--- config.mk ---
export PLATFORM = sky130hd
export DESIGN_NAME = round_mult_seq
export DESIGN_NICKNAME = d
export VERILOG_FILES = /design/src/rtl/round_mult_seq.sv
export SDC_FILE = /design/constraint.sdc
export NUM_CORES = 1
export LEC_CHECK = 0
export BUFFER_PORTS_ARGS = -buffer_cell sky130_fd_sc_hd__buf_2
export CORE_MARGIN = 2
export CORE_UTILIZATION = 45
export DETAILED_ROUTE_END_ITERATION = 10
export HOLD_SLACK_MARGIN = 0.05
export PLACE_DENSITY = 0.6
export SYNTH_ARGS = -nofsm -noshare
export SYNTH_HDL_FRONTEND = slang
export SYNTH_SLANG_ARGS = --single-unit
--- constraint.sdc ---
create_clock -name clk -period 3 [get_ports clk]
set_input_delay 0.6 -clock clk [delete_from_list [all_inputs] [get_ports clk]]
set_output_delay 0.6 -clock clk [all_outputs]
set_load 0.005 [all_outputs]
--- src/rtl/round_mult_seq.sv ---
// Sequential unsigned shift-and-add multiplier. The product is rounded half up,
// FRAC_BITS fraction bits are dropped, and the result saturates to OUT_WIDTH bits.
module round_mult_seq #(
  parameter int DATA_WIDTH = 8,
  parameter int FRAC_BITS  = 3,
  parameter int OUT_WIDTH  = 8
) (
  input  logic                  clk,
  input  logic                  reset,
  input  logic [DATA_WIDTH-1:0] din_a,
  input  logic [DATA_WIDTH-1:0] din_b,
  input  logic                  din_valid,
  output logic                  din_ready,
  output logic [OUT_WIDTH-1:0]  dout,
  output logic                  dout_sat,
  output logic                  dout_valid,
  input  logic                  dout_ready
);

  localparam int PW    = 2 * DATA_WIDTH;
  localparam int RW    = PW + 1;
  localparam int EW    = (OUT_WIDTH > RW) ? OUT_WIDTH : RW;
  localparam int CNT_W = $clog2(DATA_WIDTH + 1);

  localparam logic [1:0] IDLE  = 2'd0;
  localparam logic [1:0] BUSY  = 2'd1;
  localparam logic [1:0] ROUND = 2'd2;
  localparam logic [1:0] DONE  = 2'd3;

  // 2^(FRAC_BITS-1), which collapses to zero when FRAC_BITS is 0
  localparam logic [RW-1:0] HALF = ({{(RW-1){1'b0}}, 1'b1} << FRAC_BITS) >> 1;

  logic [1:0]           state_q, state_d;
  logic [PW-1:0]        a_q, a_d;
  logic [DATA_WIDTH-1:0] b_q, b_d;
  logic [PW-1:0]        acc_q, acc_d;
  logic [CNT_W-1:0]     cnt_q, cnt_d;
  logic [OUT_WIDTH-1:0] dout_q, dout_d;
  logic                 sat_q, sat_d;

  logic [RW-1:0]        rnd_sum;
  logic [EW-1:0]        rnd_ext;
  logic [EW-1:0]        max_ext;

  always_comb begin
    rnd_sum = {1'b0, acc_q} + HALF;
    rnd_ext = '0;
    rnd_ext[RW-1:0] = rnd_sum >> FRAC_BITS;
    max_ext = '0;
    max_ext[OUT_WIDTH-1:0] = '1;
  end

  always_comb begin
    state_d = state_q;
    a_d     = a_q;
    b_d     = b_q;
    acc_d   = acc_q;
    cnt_d   = cnt_q;
    dout_d  = dout_q;
    sat_d   = sat_q;
    case (state_q)
      IDLE: begin
        if (din_valid) begin
          a_d     = {{DATA_WIDTH{1'b0}}, din_a};
          b_d     = din_b;
          acc_d   = '0;
          cnt_d   = '0;
          state_d = BUSY;
        end
      end
      BUSY: begin
        // Multiplicand shifts up while the multiplier drains LSB first
        if (b_q[0]) acc_d = acc_q + a_q;
        a_d   = a_q << 1;
        b_d   = b_q >> 1;
        cnt_d = cnt_q + 1'b1;
        if (cnt_q == CNT_W'(DATA_WIDTH - 1)) state_d = ROUND;
      end
      ROUND: begin
        if (rnd_ext > max_ext) begin
          dout_d = '1;
          sat_d  = 1'b1;
        end else begin
          dout_d = rnd_ext[OUT_WIDTH-1:0];
          sat_d  = 1'b0;
        end
        state_d = DONE;
      end
      default: begin
        if (dout_ready) state_d = IDLE;
      end
    endcase
  end

  always_ff @(posedge clk) begin
    if (reset) begin
      state_q <= IDLE;
      a_q     <= '0;
      b_q     <= '0;
      acc_q   <= '0;
      cnt_q   <= '0;
      dout_q  <= '0;
      sat_q   <= 1'b0;
    end else begin
      state_q <= state_d;
      a_q     <= a_d;
      b_q     <= b_d;
      acc_q   <= acc_d;
      cnt_q   <= cnt_d;
      dout_q  <= dout_d;
      sat_q   <= sat_d;
    end
  end

  assign din_ready  = (state_q == IDLE);
  assign dout_valid = (state_q == DONE);
  assign dout       = dout_q;
  assign dout_sat   = sat_q;

endmodule

==> results.toml <==
[status]
status = "finished clean"

[routing]
firstDrtPassIters = 4
via_per_inst = 5.67
drc = 0
drt_iter0_drc = 123
wl_um = 6710
ant_nets = 0
via_count = 2585
wl_per_cell_um = 14.7

[sta]
fin_crit_sh = 0.816
finalHoldWorstSlack_ns = 0.466
fin_crit_ns = 2.45
setup_viol = 0
skew_ns = 0.00785
finalMaxSlewViolations = 0
timing.fmax_ghz = 0.409
finalSetupTns_ns = 0
rsz0062_at_grt = "no"
finalHoldViolCount = 0
worstMarginPinSlew_ns = 0.750
maxSlewHeadroom = 0.495

[cells_and_area]
antenna_cells = 0
seq_area_um2 = 1100
fin_nets = 418
drive_above_1_share = 0.125
fillers = 696
syn_to_final_growth_pct = 9.71
multi_input_area_um2 = 1840

[clock_network]
postCtsResizedCells = 0
cts_setup_buffers = 0
cts_buffers = 5
clock_path_buffers = 2
cts_tree = "yes"
clkSinkCount = 55
clk_latency_ns = 0.30
postCtsHoldBufs = 0
clk_pin_slew_ns = 0.10
cts_root_buffer = "clkbuf_8"
h-tree-depth = 2

[critical_path]
arrival_ns = 2.65
crit_type = "flop to flop"
reg2reg_slack_ns = 0.55
worstPathMaxFanout = 4
end_kind = "flop"
startpoint_type = "flop"
cp_data_required_time_ns = 3.20

[synth]
yosys-top-cells-area = "dfxtp_1 (36%), ha_1 (8.6%), mux2i_1 (6.2%)"
synth_cells = 352
synth_edf_count = 0
netlist_area_um2 = 3060
synth_seq_cells = 55
synth_cell_types = 45
synth.net_count = 394
synth_area_leader_cell = "dfxtp_1"
yosysMostFrequentCell = "dfxtp_1"
ys_seq_area_frac = 0.360
synth_common_cells = "dfxtp_1 (55), nor2_1 (47), a211oi_1 (22), ha_1 (21)"
async_flop_share = 0
yosysWarnings = 0
synth_ff_type = "dfxtp_1"
postSynthAreaPerCell_um2 = 8.68
synth_top_area_share = 0.360

[pwr]
p_leak_nw = 1.39
vdd_drop_max_mv = 0.281
cellPowerDensity_nw_per_um2 = 751

[floorplanning]
design.core.area_um2 = 6680
io_pins = 31
row_count = 30
die_area_um2 = 7460
die_h_um = 86.4
start_util = 0.457
die_w_um = 86.4

[place]
post-dp-hpwl_um = 5000
io_buffers = 30
gp_congestion = 0.871

[grt]
grt_pass1_vias = 2364
grt_usage = 0.186
grt_pass1_wl_um = 11200
overflow = 0
antenna_found_initial = 0
grt_max_degree = 34

[run]
cap_viol_max_count = 0

[worst_hold_path]
min_path_type = "flop to flop"
## worst max-delay path, cell delays in order, from the launching register on
cell      delay [ns]
dfxtp_1         0.33
ha_1            0.22
fa_1            0.40
a21o_1          0.18
a21o_4          0.23
a211oi_4        0.26
nor4_1          0.09
or3_1           0.37
a32o_1          0.25
## per-stage QoR
step	total power [mW]	utilization	instance area, um2	cells	worst slack [ns]
floorplan	1.84	-	3060	352	0.680
global placement	2.11	0.489	3260	449	0.599
detailed placement	2.12	0.489	3260	449	0.565
CTS	2.54	0.502	3350	456	0.546
global route	2.72	0.502	3350	456	0.384
finish	2.52	0.502	3350	456	0.552
## final cells by class
type,count,share of cell area
inverters,9,0.0101
multi-input cells,270,0.549
clock inverters,1,0.00149
well taps,80,0.0299
clock buffers,6,0.0246
repair buffers,35,0.0560
flip-flops and latches,55,0.328
## state kept, by name, indices dropped and copies added, names as in the netlist
register,cells
a_q,16
acc_q,16
b_q,8
dout,8
cnt_q,4
state_q,2
dout_sat,1
## layer usage
layer | vias to the layer above | part of all wire | global-route usage
li1 | 1343 | - | -
met1 | 1197 | 0.51 | 0.256
met2 | 39 | 0.45 | 0.306
met3 | 6 | 0.031 | 0.0295
met4 | 0 | 0.0095 | 0.0440
met5 | - | 0 | 0
## kinds of logic after synthesis
kind of cell	Yosys count	synth area share
flip-flops	55	0.360
AO/OA/AOI/OAI	100	0.235
AND/OR/NAND/NOR	116	0.175
XOR/XNOR	13	0.0373
buffers and inverters	27	0.0369
adder cells (fa/ha/maj)	22	0.0925
multiplexers	19	0.0622
## worst paths after layout
check	startpoint	end	cells past startpoint
worst max-delay path	a_q[0]	acc_q[12]	8
worst min-delay path	b_q[7]	b_q[7]	2
worst max register to register	a_q[0]	acc_q[12]	8
worst min register to register	b_q[7]	b_q[7]	2
## placed cells by master (no fill, tap or decap), drive strengths merged, types with 9 or more instances in the layout
cell type   n
mux2i      19
nand3      17
a21oi      15
nor2       47
ha         21
dfxtp      55
o21ai      15
buf        35
a211oi     24
xor2       10
a22oi      18
inv         9
nand2      19
## report_power, final
group          leakage, nW  switching, mW  internal [mW]  total [mW]
logic                0.899          0.634          0.420        1.05
clock network       0.0470          0.230          0.182       0.412
registers            0.448          0.140          0.909        1.05
Power figures use the tool's default switching activity.
